`src/rtl/byte_to_sample_unpack_pkg.sv`:
```
// Shared definitions for the byte-to-sample unpacker: legal symbol widths,
// symbols-per-byte derivation, FIFO sizing helpers and the unpacker state type.
package byte_to_sample_unpack_pkg;

   // Unpacker states: EMPTY = no byte loaded, SHIFT = byte loaded and being emitted.
   typedef enum logic {
      ST_EMPTY = 1'b0,
      ST_SHIFT = 1'b1
   } unpack_state_t;

   // Symbol index width; enough for up to 8 symbols per byte.
   localparam int unsigned IT_W = 3;

   localparam int unsigned DEF_FIFO_DEPTH = 4;
   localparam int unsigned MIN_FIFO_DEPTH = 2;
   localparam int unsigned MAX_FIFO_DEPTH = 16;

   // Symbol widths must divide a byte evenly.
   function automatic bit nblsb_legal(input int n);
      return (n == 1) || (n == 2) || (n == 4) || (n == 8);
   endfunction

   // Number of symbols carried by one byte.
   function automatic int nbit_of(input int n);
      return 8 / n;
   endfunction

   // FIFO depth must be a power of two so pointers wrap naturally.
   function automatic bit depth_legal(input int d);
      return (d >= MIN_FIFO_DEPTH) && (d <= MAX_FIFO_DEPTH) && ((d & (d - 1)) == 0);
   endfunction

   // Pointer width indexes DEPTH entries.
   function automatic int ptr_w(input int d);
      return $clog2(d);
   endfunction

   // Level width must also represent the full count DEPTH.
   function automatic int level_w(input int d);
      return $clog2(d) + 1;
   endfunction

endpackage

```
`src/rtl/byte_to_sample_unpack_fifo.sv`:
```
// Small synchronous byte FIFO with level, full and empty outputs.
// A push into a full FIFO is still taken when a pop happens in the same cycle.
module byte_fifo
   import byte_to_sample_unpack_pkg::*;
#(
   parameter int DEPTH = 4
) (
   input  logic                        clk,
   input  logic                        rst_n,
   input  logic                        i_push,
   input  logic [7:0]                  i_data,
   input  logic                        i_pop,
   output logic [7:0]                  o_data,
   output logic                        o_push_ok,
   output logic                        o_full,
   output logic                        o_empty,
   output logic [level_w(DEPTH)-1:0]   o_level
);

   localparam int PW = ptr_w(DEPTH);
   localparam int LW = level_w(DEPTH);

   logic [7:0]    r_mem [DEPTH];
   logic [PW-1:0] r_wr_ptr;
   logic [PW-1:0] r_rd_ptr;
   logic [LW-1:0] r_level;
   logic          w_full;
   logic          w_empty;
   logic          w_wr_en;
   logic          w_rd_en;

   assign w_full    = (r_level == LW'(DEPTH));
   assign w_empty   = (r_level == '0);
   assign w_rd_en   = i_pop && !w_empty;
   assign w_wr_en   = i_push && (!w_full || w_rd_en);

   assign o_data    = r_mem[r_rd_ptr];
   assign o_push_ok = w_wr_en;
   assign o_full    = w_full;
   assign o_empty   = w_empty;
   assign o_level   = r_level;

   // Storage write; contents need no reset because pointers define validity.
   always_ff @(posedge clk) begin
      if (rst_n && w_wr_en) begin
         r_mem[r_wr_ptr] <= i_data;
      end
   end

   // Pointer and level bookkeeping; pointers wrap modulo DEPTH.
   always_ff @(posedge clk) begin
      if (!rst_n) begin
         r_wr_ptr <= '0;
         r_rd_ptr <= '0;
         r_level  <= '0;
      end else begin
         if (w_wr_en) r_wr_ptr <= r_wr_ptr + PW'(1);
         if (w_rd_en) r_rd_ptr <= r_rd_ptr + PW'(1);
         case ({w_wr_en, w_rd_en})
            2'b10:   r_level <= r_level + LW'(1);
            2'b01:   r_level <= r_level - LW'(1);
            default: r_level <= r_level;
         endcase
      end
   end

endmodule

```
`src/rtl/byte_to_sample_unpack.sv`:
```
// Unpacks UART bytes into NBLSB-bit symbols, LSB first, through a byte FIFO.
// Handshake: a sample moves when sample_valid and sample_ready are both high
// at a rising edge; while sample_valid is high and sample_ready low, sample
// and sample_valid hold. rx_valid is a one-cycle strobe with no back-pressure:
// a byte arriving with no FIFO room is dropped and flagged in overflow.
module byte_to_sample_unpack
   import byte_to_sample_unpack_pkg::*;
#(
   parameter int NBLSB      = 1,
   parameter int FIFO_DEPTH = DEF_FIFO_DEPTH
) (
   input  logic                             clk,
   input  logic                             rst_n,
   input  logic [7:0]                       rx_byte,
   input  logic                             rx_valid,
   input  logic                             sample_ready,
   input  logic                             clr_ovf,
   output logic [7:0]                       sample,
   output logic                             sample_valid,
   output logic                             overflow,
   output logic [level_w(FIFO_DEPTH)-1:0]   fifo_level,
   output logic                             dbg_state
);

   localparam int         NBIT     = nbit_of(NBLSB);
   localparam logic [7:0] SYM_MASK = 8'((1 << NBLSB) - 1);

   if (!nblsb_legal(NBLSB)) begin : g_bad_nblsb
      $error("byte_to_sample_unpack: NBLSB must be 1, 2, 4 or 8");
   end
   if (!depth_legal(FIFO_DEPTH)) begin : g_bad_depth
      $error("byte_to_sample_unpack: FIFO_DEPTH must be a power of two in 2..16");
   end

   unpack_state_t   r_state;
   logic [IT_W-1:0] r_it;
   logic [7:0]      r_shift;
   logic            r_valid;
   logic            r_ovf;

   logic [7:0]      w_fifo_data;
   logic            w_push_ok;
   logic            w_full;
   logic            w_empty;
   logic            w_xfer;
   logic            w_last;
   logic            w_pop;

   assign w_xfer = r_valid && sample_ready;
   assign w_last = (r_it == IT_W'(NBIT - 1));
   // Pop when idle, or when the last symbol leaves so the next byte follows without a bubble.
   assign w_pop  = !w_empty && ((r_state == ST_EMPTY) || (w_xfer && w_last));

   byte_fifo #(
      .DEPTH (FIFO_DEPTH)
   ) u_fifo (
      .clk       (clk),
      .rst_n     (rst_n),
      .i_push    (rx_valid),
      .i_data    (rx_byte),
      .i_pop     (w_pop),
      .o_data    (w_fifo_data),
      .o_push_ok (w_push_ok),
      .o_full    (w_full),
      .o_empty   (w_empty),
      .o_level   (fifo_level)
   );

   // Unpacker FSM: load a byte, then shift one symbol out per transfer.
   always_ff @(posedge clk) begin
      if (!rst_n) begin
         r_state <= ST_EMPTY;
         r_it    <= '0;
         r_shift <= '0;
         r_valid <= 1'b0;
      end else begin
         case (r_state)
            ST_EMPTY: begin
               if (!w_empty) begin
                  r_state <= ST_SHIFT;
                  r_it    <= '0;
                  r_shift <= w_fifo_data;
                  r_valid <= 1'b1;
               end
            end
            ST_SHIFT: begin
               if (w_xfer) begin
                  if (!w_last) begin
                     r_it    <= r_it + IT_W'(1);
                     r_shift <= r_shift >> NBLSB;
                  end else if (!w_empty) begin
                     r_it    <= '0;
                     r_shift <= w_fifo_data;
                  end else begin
                     r_state <= ST_EMPTY;
                     r_it    <= '0;
                     r_valid <= 1'b0;
                  end
               end
            end
            default: begin
               r_state <= ST_EMPTY;
               r_valid <= 1'b0;
            end
         endcase
      end
   end

   // Sticky overflow: a dropped byte wins over a simultaneous clear.
   always_ff @(posedge clk) begin
      if (!rst_n) begin
         r_ovf <= 1'b0;
      end else if (rx_valid && !w_push_ok) begin
         r_ovf <= 1'b1;
      end else if (clr_ovf) begin
         r_ovf <= 1'b0;
      end
   end

   assign sample       = r_shift & SYM_MASK;
   assign sample_valid = r_valid;
   assign overflow     = r_ovf;
   assign dbg_state    = r_state;

   logic w_unused;
   assign w_unused = w_full;

endmodule
```
`config.mk`:
```
export PLATFORM = sky130hd
export DESIGN_NAME = byte_to_sample_unpack
export DESIGN_NICKNAME = d
export VERILOG_FILES = /design/src/rtl/byte_to_sample_unpack_pkg.sv /design/src/rtl/byte_to_sample_unpack_fifo.sv /design/src/rtl/byte_to_sample_unpack.sv
export SDC_FILE = /design/constraint.sdc
export NUM_CORES = 1
export LEC_CHECK = 0
export CORE_ASPECT_RATIO = 0.8
export CORE_UTILIZATION = 40
export DETAILED_ROUTE_END_ITERATION = 8
export HOLD_SLACK_MARGIN = 0.03
export SLEW_MARGIN = 5
export SYNTH_ARGS = -nofsm -noshare
export SYNTH_HDL_FRONTEND = slang
export SYNTH_HIERARCHICAL = 1
export SYNTH_SLANG_ARGS = --single-unit
```
`constraint.sdc`:
```
create_clock -name clk -period 3.3 [get_ports clk]
set_clock_uncertainty 0.15 [all_clocks]
set_input_delay 0.33 -clock clk [delete_from_list [all_inputs] [get_ports clk]]
set_output_delay 0.33 -clock clk [all_outputs]
set_load 0.02 [all_outputs]
```
### Yosys cells after proc, flatten, opt, wreduce, memory -nomap -nowiden

Memories as Yosys holds them, arrays and structs flattened. A register that Yosys moved wholly into a read port is not among the register bits.
Cells that the tools add are included.
W data, S select, Z words.

| word-level totals | value |
|---|---|
| register bits | 21 |
| bits in latches | 0 |
| memory bits (writable) | 32 |
| memory bits (read-only) | 0 |
| input bits | 13 |
| logic and storage cells | 64 |
| memories kept | 1 |

| operators by class | value |
|---|---|
| $add $sub $neg | 5 |
| multiply operators | 0 |
| divide/modulo/power cells | 0 |
| magnitude comparators | 0 |
| eq/ne operators | 8 |
| shift-type cells | 0 |
| multiplexer cells | 24 |
| bitwise gates (word level) | 1 |
| reductions and logical operators | 17 |

Memories:

| name | depth | bits a word | read ports | clocked after memory_dff | write ports | line | source |
|---|---|---|---|---|---|---|---|
| u_fifo.r_mem | 4 | 8 | 1 | 1 | 1 | byte_to_sample_unpack_fifo.sv:23 | `logic [7:0] r_mem [DEPTH];` |

Operator list:

| kind | count |
|---|---|
| $mux W8 | 3 |
| $pmux W8 S2 | 1 |
| $pmux W3 S2 | 2 |
| $mux W1 | 11 |
| $mux W3 | 3 |
| $logic_and A1 B1 Y1 | 7 |
| $add A3 B1 Y3 const B | 2 |
| $eq A3 B3 Y1 const B | 2 |
| $ne A2 B1 Y1 const B | 3 |
| $add A2 B1 Y2 const B | 2 |
| $mux W2 | 2 |
| $pmux W1 S2 | 2 |
| $reduce_and A4 Y1 | 1 |
| $reduce_bool A2 Y1 | 2 |
| $logic_not A1 Y1 | 3 |
| $logic_not A3 Y1 | 1 |
| $sub A3 B1 Y3 const B | 1 |
| $eq A2 B1 Y1 const B | 1 |
| $eq A2 B2 Y1 const B | 1 |
| $logic_or A1 B1 Y1 | 2 |
| $ne A2 B2 Y1 const B | 1 |
| $reduce_and A2 Y1 | 1 |
| $not A1 Y1 | 1 |

### Logic depth before layout (Yosys ltp)

Gate-level depths: netlist of the first run.

| depth | value |
|---|---|
| depth in word-level cells | 10 |
| mapped depth | 11 |

### Modules after synthesis

The synthesis of the first run kept the hierarchy.

By module, submodules not included:

| module | instances | cells each | area an instance (um^2) |
|---|---|---|---|
| byte_fifo | 1 | 109 | 1727.9 |
| byte_to_sample_unpack | 1 | 96 | 832.0 |

### Worst setup path after synthesis of the first run

Ideal clock, no wire load.

| timing path | value |
|---|---|
| kind | register to register |
| from | register u_fifo.r_level[2], in the netlist u_fifo/o_level[2] |
| to | register u_fifo.r_level[2], in the netlist u_fifo/o_level[2] |
| setup time | 0.074 ns |
| data arrival time | 2.469 ns |
| required time | 3.076 ns |
| slack | 0.607 ns |
| stages on the path, launching flop included | 12 |
| buffers on the path | 3 |
| cells stage by stage | dfxtp_1 -> buf_2 -> nor3_1 -> clkbuf_1 -> nor3_1 -> buf_2 -> o31ai_1 -> nand2b_1 -> fa_1 -> nand2b_1 -> o21bai_1 -> a31oi_1 |

| on the way | value |
|---|---|
| cells in the longest elaborated chain, start to end | 8 |
| elaborated cells on any way between the ends | 14 |
| those cells by class | 2 x add/sub; 3 x eq/ne; 1 x mux; 8 x reduce/logical |

Ends and longest elaborated chain:

| item | line | source |
|---|---|---|
| start, declared | byte_to_sample_unpack_fifo.sv:26 | `logic [LW-1:0] r_level;` |
| start signal, assigned | byte_to_sample_unpack_fifo.sv:60 | `2'b10: r_level <= r_level + LW'(1);` |
| start signal, assigned | byte_to_sample_unpack_fifo.sv:61 | `2'b01: r_level <= r_level - LW'(1);` |
| start signal, assigned | byte_to_sample_unpack_fifo.sv:62 | `default: r_level <= r_level;` |
| $logic_not A3 Y1 (*) | byte_to_sample_unpack_fifo.sv:33 | `assign w_empty = (r_level == '0);` |
| net w_empty | byte_to_sample_unpack.sv:44 | `logic w_empty;` |
| $logic_not A1 Y1 (*) | byte_to_sample_unpack.sv:52 | `assign w_pop = !w_empty && ((r_state == ST_EMPTY) \|\| (w_xfer && w_last));` |
| $logic_and A1 B1 Y1 (*) | byte_to_sample_unpack.sv:52 |  |
| net w_pop | byte_to_sample_unpack.sv:47 | `logic w_pop;` |
| $logic_and A1 B1 Y1 (*) | byte_to_sample_unpack_fifo.sv:34 | `assign w_rd_en = i_pop && !w_empty;` |
| $logic_or A1 B1 Y1 | byte_to_sample_unpack_fifo.sv:35 | `assign w_wr_en = i_push && (!w_full \|\| w_rd_en);` |
| $logic_and A1 B1 Y1 | byte_to_sample_unpack_fifo.sv:35 |  |
| $eq A2 B1 Y1 / $eq A2 B2 Y1 (equally long branches) | byte_to_sample_unpack_fifo.sv:59 | `case ({w_wr_en, w_rd_en})` |
| $pmux W3 S2 / $reduce_bool A2 Y1 (equally long branches) | -- |  |

The timed path passes the listed nets; every way through them passes the cells marked *.
A chain may end at the register's enable or synchronous reset.

### Final worst setup path of the first run

Same ends and word-level chain as after synthesis.

==> results of run 1 <==
==> power groups by stage <==
stage / clock (mW) / combinational, mW / sequential, mW
final: 0.461 / 0.243 / 0.793
after global routing: 0.501 / 0.271 / 0.798
after CTS: 0.475 / 0.245 / 0.793
after detailed placement: 0 / 0.245 / 0.809
after global placement: 0 / 0.242 / 0.808
after floorplan: 0 / 0.189 / 0.805
==> final timing paths <==
path         slack, ns                              to                           start
max               0.70  u_fifo/o_level[2]$_SDFFE_PN0P_  u_fifo/o_level[2]$_SDFFE_PN0P_
min               0.33         r_shift[7]$_SDFFE_PN0P_         r_shift[7]$_SDFFE_PN0P_
max reg2reg       0.70  u_fifo/o_level[2]$_SDFFE_PN0P_  u_fifo/o_level[2]$_SDFFE_PN0P_
min reg2reg       0.33         r_shift[7]$_SDFFE_PN0P_         r_shift[7]$_SDFFE_PN0P_
==> layer usage <==
layer	vias up	wire length (µm)
li1	742	-
met1	712	2100
met2	30	1790
met3	4	174
met4	0	31
met5	-	0
==> flip-flops by register name, summed over array words and instances (netlist names), named ones only <==
register and cells:
u_fifo/r_rd_ptr 2, u_fifo/r_wr_ptr 2, r_it 3, u_fifo/r_mem 32, sample_valid 1, overflow 1
u_fifo/o_level 3, dbg_state 1, r_shift 8
==> area by class of cell <==
type / count / area (µm²)
Multi-Input combinational cell: 125 / 986
Timing Repair Buffer: 22 / 213
Inverter: 11 / 41.3
Clock buffer: 5 / 68.8
Clock inverter: 3 / 50.0
Sequential cell: 55 / 1420
Fill cell: 532 / 3160
Tap cell: 81 / 101
==> layout by cell type (no fill, tap or decap), types with 2 or more instances in the layout <==
cell / count
sky130_fd_sc_hd__a21oi_1: 9
sky130_fd_sc_hd__clkdlybuf4s50_1: 19
sky130_fd_sc_hd__a31oi_1: 2
sky130_fd_sc_hd__nor3_1: 2
sky130_fd_sc_hd__conb_1: 7
sky130_fd_sc_hd__nand4_1: 3
sky130_fd_sc_hd__xor2_1: 3
sky130_fd_sc_hd__ha_1: 7
sky130_fd_sc_hd__clkbuf_8: 5
sky130_fd_sc_hd__a21boi_1: 5
sky130_fd_sc_hd__and3_1: 4
sky130_fd_sc_hd__o21a_1: 6
sky130_fd_sc_hd__nand2b_1: 3
sky130_fd_sc_hd__dfxtp_1: 23
sky130_fd_sc_hd__o211ai_1: 2
sky130_fd_sc_hd__edfxtp_1: 32
sky130_fd_sc_hd__buf_4: 3
sky130_fd_sc_hd__nand3b_1: 8
sky130_fd_sc_hd__mux4_2: 8
sky130_fd_sc_hd__nor2b_1: 9
sky130_fd_sc_hd__inv_1: 11
sky130_fd_sc_hd__nor2_1: 6
sky130_fd_sc_hd__nand2_1: 13
sky130_fd_sc_hd__mux2i_1: 3
sky130_fd_sc_hd__nand3_1: 5
==> metrics by stage <==
stage | std cells | instance area (µm²) | utilization, % | setup slack (ns)
2_1_floorplan | 210 | 2570 | - | 0.614
3_3_place_gp | 294 | 2760 | 45.8 | 0.494
3_5_place_dp | 294 | 2760 | 45.8 | 0.440
4_1_cts | 302 | 2880 | 47.7 | 0.673
5_1_grt | 302 | 2880 | 47.7 | 0.512
6_report | 302 | 2880 | 47.7 | 0.697
==> worst max-delay path, stage by stage, from the launching register on <==
cell	delay, ns
sky130_fd_sc_hd__dfxtp_1	0.57
sky130_fd_sc_hd__nor3_1	0.08
sky130_fd_sc_hd__buf_4	0.19
sky130_fd_sc_hd__nor3_1	0.19
sky130_fd_sc_hd__buf_4	0.20
sky130_fd_sc_hd__o31ai_1	0.10
sky130_fd_sc_hd__nand2b_1	0.18
sky130_fd_sc_hd__fa_1	0.38
sky130_fd_sc_hd__nand2b_1	0.16
sky130_fd_sc_hd__o21bai_1	0.17
sky130_fd_sc_hd__a31oi_1	0.16
==> results by stage, run 1 <==
Clocking:
- The insertion delay of the later-clocked pin in the worst-skew pair is 0.30 ns.
- The post-cts repair resize count is 0.
- The number of clock buffers added by TritonCTS is 5.
- TritonCTS built the clock tree.
- The clock slew at the register clock pins of the worst setup and hold paths is 0.10 ns.
- The TritonCTS sink count is 55.
- Post-CTS timing repair inserted 0 buffers for setup.
- Clock tree synthesis selected as its root buffer the cell sky130_fd_sc_hd__clkbuf_8.
- The clock passes through at most 2 buffers.
- The H-tree depth is 2.
- Buffers inserted to repair hold after CTS numbered 0.

Worst hold path:
- In this run the worst hold path is classified as register to register.
- The worst hold path stage count is 2.

Power:
- In this run the static leakage power is 1.01 nW.
- The internal power consumption is 1.10 mW.
- The sequential group share of total power is 52.9%.
- Power comes to 1.50 mW.
- IR analysis of the VDD net gives a maximum drop of 0.232 mV.
- The net switching component of the power is 393 µW.
- The clock network fraction of design power is 30.8%.
- The net switching share of the total power is 26.2%.
- Power spread over the standard cell area amounts to 520 nW/µm².
- Of the total power, combinational logic draws 16.3%.

Timing:
- Setup repair after global routing left no endpoint under its margin.
- The period utilization is 78.9%.
- The number of hold violations in the final report came to 0.
- The smallest clock period supported by the final layout is computed as 2.60 ns.
- Hold timing on the final database bottoms out at a slack of 0.332 ns.
- Measured against its own limit, the worst slew margin works out to 64.5%.
- Static timing analysis puts the maximum clock frequency at 0.384 GHz.
- The max-slew violation count was 0.
- At the pin with the least slew margin, the transition time is 0.531 ns.
- Setup violations remaining at the end of the flow were counted as 0.
- The total negative slack for setup checks is 0 ns.

Detailed routing:
- The total number of vias is 1488.
- In the routed design, unresolved DRC markers number 0.
- The post-detailed-route wirelength per cell is 13.5 µm.
- The iteration count of the initial detailed-routing pass is 4.
- The detailed router finished its first iteration with 63 violations.
- The sum of routed wire length over all layers is 4.09 mm.
- Dividing the detail-routed via count by the number of cells gives 4.93.
- The final antenna-violating net count is 0.

Logic synthesis:
- The mean cell area of the mapped netlist is 12.5 µm².
- The Yosys step of the flow raised 6 warnings.
- Synthesis produced a netlist whose cell count is 204.
- The area of the mapped netlist is 2550 µm².

Global routing:
- The global routing's busiest layer is met2.
- The met1 track utilization from global routing is 19.0%.
- The largest net degree at the start of global routing is 20.
- The number of antenna violations at the first check in global routing was 0.
- The via count of the first global-routing pass came to 1393.
- The fraction of met2 tracks used by global routing is 20.9%.
- The first global-routing pass estimated 6.85 mm of wire.
- For this run, the total global-route usage over all layers was measured as 13.4%.
- For this run the aggregate overflow at the end of global routing stands at 0.
- In the global route stage, met3 resource usage came out at 3.42%.

Placement:
- The HPWL after detailed placement is 2.87 mm.
- The weighted congestion reported at the end of routability-driven placement is 0.707.
- The port buffer count is 19.

Flow run:
- Max-cap violations in this run came to 0.

Layout:
- The area growth from synthesis to layout is 12.9%.
- The repair_antennas step left the layout with diodes totalling 0.
- At the end of the flow, the number of nets in the layout was 241.
- The share of post-route cells with drive strength above 1 is 11.8%.

Floorplanning:
- The top-level port count is 27.
- The floorplan step set the die height to 73.5 µm.
- The floorplan die area is 6710 µm².
- Once the floorplan was initialized, standard cells occupied 42.3% of the core.
- The die is 91.3 µm wide.
- The initialized floorplan defines 25 standard-cell rows.
- The core box area is 6040 µm².

Critical path:
- The worst setup path is of the register to register kind.
- For the worst setup path, the data arrival time is 2.69 ns.
- The startpoint type of the worst setup path is a register.
- The required time of the critical path is 3.38 ns.
- The maximum fanout along the worst path is 13.
- STA classifies the critical path endpoint as a register.
- The worst register-to-register path has a depth of 10.

Outcome:
- The flow ran to the end, and the final reports show no timing, DRC or antenna violations.
No activity file was read; power rests on OpenSTA's default activity.
==> run 2: changes to the inputs <==
==> constraint.sdc (replaced) <==
create_clock -name clk -period 2.6 [get_ports clk]
set_clock_uncertainty 0.15 [all_clocks]
set_input_delay 0.26 -clock clk [delete_from_list [all_inputs] [get_ports clk]]
set_output_delay 0.26 -clock clk [all_outputs]
set_load 0.02 [all_outputs]
==> run 2 against run 1 <==
Sequential power is 26% higher. Register-to-register slack worse by 0.49 ns. Highest routed layer unchanged. Maximum frequency is 8.7% higher. Critical path depth stayed put. Largest power group unchanged. Critical path type unchanged.
==> results by stage, run 2 (same netlist as run 1, synthesis figures left out) <==
Outcome:
- Result of the run: complete, no violations (unchanged).

Timing:
- The setup slack after layout is 0.205 ns (was 0.697 ns).
- The number of hold violations in the final report is 0 (unchanged).
- The total negative slack for setup checks is 0 ns (unchanged).
- The top achievable clock speed came to 0.418 GHz (was 0.384 GHz).
- The max-slew violation count is 0 (unchanged).
- The period utilization is 92.1% (was 78.9%).
- The worst-margin pin slew is 0.563 ns (was 0.531 ns).
- The relative slew slack is 62.4% (was 64.5%).
- The final critical path time including I/O delays and setup is 2.40 ns (was 2.60 ns).
- Unrepaired setup endpoints after global routing: false (unchanged).
- The worst slack on hold paths is 0.322 ns (was 0.332 ns).
- The setup violation total in the final timing report is 0 (unchanged).

Clocking:
- The maximum buffer depth of the clock tree was 2 (unchanged).
- The clock slew at the register clock pins of the worst setup and hold paths is 0.10 ns (about the same).
- The post-cts repair resize count is 0 (unchanged).
- The hold-fix buffer count after cts is 0 (unchanged).
- The H-tree depth is 2 (unchanged).
- The insertion delay of the later-clocked pin in the worst-skew pair was 0.31 ns (was 0.30 ns).
- The post-CTS setup-driven buffer insertion count was 0 (unchanged).
- The TritonCTS sink count is 55 (unchanged).
- The root buffer selected by CTS is sky130_fd_sc_hd__clkbuf_8 (unchanged).
- The CTS tree is built (unchanged).
- The total CTS buffers came to 5 (unchanged).

Placement:
- The cell count after placement came to 304 (was 294).
- The standard cell area after detailed placement is 2840 µm² (was 2760 µm²).
- The HPWL after detailed placement is 2.92 mm (was 2.87 mm).
- The weighted congestion reported at the end of routability-driven placement came to 0.785 (was 0.707).
- The port buffer count is 19 (unchanged).
- The placement-stage worst setup slack is 0.105 ns (was 0.440 ns).

Critical path:
- Cell-by-cell trace of the critical path: ha_1, ha_1, nor2b_1, nor3_1, o31ai_1, nand2b_1, fa_1, nand2b_1, o21bai_1, a31oi_1 (was nor3_1, buf_4, nor3_1, buf_4, o31ai_1, nand2b_1, fa_1, nand2b_1, o21bai_1, a31oi_1).
- The required time of the critical path came to 2.69 ns (was 3.38 ns).
- The depth of the worst register-to-register path was 10 (unchanged).
- The master of the slowest instance on the critical path is sky130_fd_sc_hd__fa_1 (was sky130_fd_sc_hd__dfxtp_1).
- The startpoint type of the worst setup path is a register (unchanged).
- The count of buffer and inverter cells on the critical path is 0 (was 2).
- The minimum setup slack among reg-to-reg paths is 0.20 ns (was 0.70 ns).
- The data arrival time of the worst path is 2.49 ns (was 2.69 ns).
- The delay of the slowest cell on the worst path is 0.38 ns (was 0.57 ns).
- The cell family contributing the most delay on the critical path was adder cells (was simple AND/OR/NAND/NOR gates).
- The startpoint of the worst-slack reg-to-reg timing path is r_it[0]$_SDFFE_PN0P_ (was u_fifo/o_level[2]$_SDFFE_PN0P_).
- The type of the worst setup path is register to register (unchanged).
- The maximum fanout along the worst path is 3 (was 13).
- The sort of element at the end of the critical path is a register (unchanged).
- The critical register-to-register path endpoint is u_fifo/o_level[2]$_SDFFE_PN0P_ (unchanged).

Floorplanning:
- The floorplan die area is 6710 µm² (unchanged).
- The core box area came to 6040 µm² (unchanged).
- The height of the chip came to 73.5 µm (unchanged).
- The top-level port count is 27 (unchanged).
- The die boundary width is 91.3 µm (unchanged).
- The initial standard-cell utilization of the core is 42.3% (unchanged).
- The standard-cell row count was 25 (unchanged).

Layout:
- The share of post-route cells with drive strength above 1 is 16.5% (was 11.8%).
- The flip-flop count of the largest register after layout is 32 (unchanged).
- Highest-count cells in the layout ignoring fill and taps: sky130_fd_sc_hd__edfxtp_1, sky130_fd_sc_hd__dfxtp_1, sky130_fd_sc_hd__clkdlybuf4s50_1, sky130_fd_sc_hd__nand2_1, sky130_fd_sc_hd__buf_4 (was sky130_fd_sc_hd__edfxtp_1, sky130_fd_sc_hd__dfxtp_1, sky130_fd_sc_hd__clkdlybuf4s50_1, sky130_fd_sc_hd__nand2_1, sky130_fd_sc_hd__inv_1).
- The cell area after layout came to 2940 µm² (was 2880 µm²).
- The utilization of the core after routing is 48.7% (was 47.7%).
- The number of standard cells in the layout, taps in and fillers out was 312 (was 302).
- The register with the highest flop count is u_fifo/r_mem (unchanged).
- The final antenna diode count was 0 (unchanged).
- The most common library cell in the layout ignoring fill and taps is sky130_fd_sc_hd__edfxtp_1 (unchanged).
- Registers with the most flip-flops: u_fifo/r_mem x32, r_shift x8 (unchanged).
- The final-stage net count is 251 (was 241).
- The area growth from synthesis to layout is 15.2% (was 12.9%).
- The total of fill cells in the finished design is 543 (was 532).

Detailed routing:
- The total number of vias was 1527 (was 1488).
- The post-detailed-route wirelength per cell is 13.8 µm (was 13.5 µm).
- The iteration count of the initial detailed-routing pass is 4 (unchanged).
- The sum of routed wire length over all layers was 4.32 mm (was 4.09 mm).
- The final antenna-violating net count is 0 (unchanged).
- The detailed router's first-iteration violation count is 94 (was 63).
- The total DRC errors in the routed layout is 0 (unchanged).
- The mean number of vias per cell came to 4.89 (was 4.93).

Worst hold path:
- The worst hold path stage count was 2 (unchanged).
- The worst hold path class is register to register (unchanged).
- The hold path endpoint is r_shift[7]$_SDFFE_PN0P_ (unchanged).
- The startpoint of the tightest hold check path is r_shift[7]$_SDFFE_PN0P_ (unchanged).

Global routing:
- The via count of the first global-routing pass is 1432 (was 1393).
- The first-pass GRT wire length is 7.11 mm (was 6.85 mm).
- The largest net degree at the start of global routing came to 20 (unchanged).
- The number of antenna violations at the first check in global routing was 0 (unchanged).
- The aggregate global-route resource usage came to 14.2% (was 13.4%).
- The remaining global-route overflow came to 0 (unchanged).

Power:
- The total power divided by cell area is 622 nW/µm² (was 520 nW/µm²).
- The power after layout is 1.83 mW (was 1.50 mW).
- The leakage component of the power is 1.05 nW (was 1.01 nW).
- The highest ir drop seen on vdd is 0.308 mV (was 0.232 mV).

Flow run:
- The max capacitance violation total was 0 (unchanged).
==> run 2: cell count changes in the layout (fill, tap and decap cells not counted), sizes merged <==
cell      previous run  this run
inv                 13        12
clkinvlp             0         1
clkinv               0         1
buf                  3        13
bufinv               1         0
==> run 2: final cells by class <==
type | instances | area [µm²] | share of cell area [%]
clock buffer | 5 | 68.8 | 2.34
inverter | 11 | 41.3 | 1.40
multi-input combinational | 125 | 991 | 33.7
sequential | 55 | 1420 | 48.4
tap | 81 | 101 | 3.45
clock inverter | 3 | 27.5 | 0.936
timing repair buffer | 32 | 288 | 9.79
==> run 2: power breakdown <==
group / switching [mW] / internal (mW) / leakage, nW
registers: 0.0353 / 0.965 / 0.478
clock network: 0.296 / 0.198 / 0.0463
logic: 0.180 / 0.154 / 0.526
total: 0.511 / 1.32 / 1.05
==> run 2: worst register-to-register path, delay by kind of cell, from the launching register on <==
kind	cells	cell delay, ns
and+or+nand+nor	4	0.60
DFF	1	0.37
adders and majority gates	3	0.74
AOI/OAI and AO/OA	3	0.46
==> run 2: worst max path at each step <==
stage,startpoint,to,cells after the start
after detailed placement,sample_ready,u_fifo/o_level[2]$_SDFFE_PN0P_,9
after CTS,r_it[0]$_SDFFE_PN0P_,u_fifo/o_level[2]$_SDFFE_PN0P_,10
after global placement,sample_ready,u_fifo/o_level[2]$_SDFFE_PN0P_,9
after global routing,r_it[0]$_SDFFE_PN0P_,u_fifo/o_level[2]$_SDFFE_PN0P_,10
final,r_it[0]$_SDFFE_PN0P_,u_fifo/o_level[2]$_SDFFE_PN0P_,10
after floorplan,u_fifo/o_level[2]$_SDFFE_PN0P_,u_fifo/o_level[2]$_SDFFE_PN0P_,11
==> run 2: layer usage <==
layer  GRT usage, %  share of wire (%)  wire length [µm]  up-vias
met5              0                  0                 0        -
met4           5.82                1.4                59        0
met3           3.83                3.3               142        4
met2           21.2                 44              1900       29
met1           19.7                 51              2220      731
li1               -                  -                 -      763
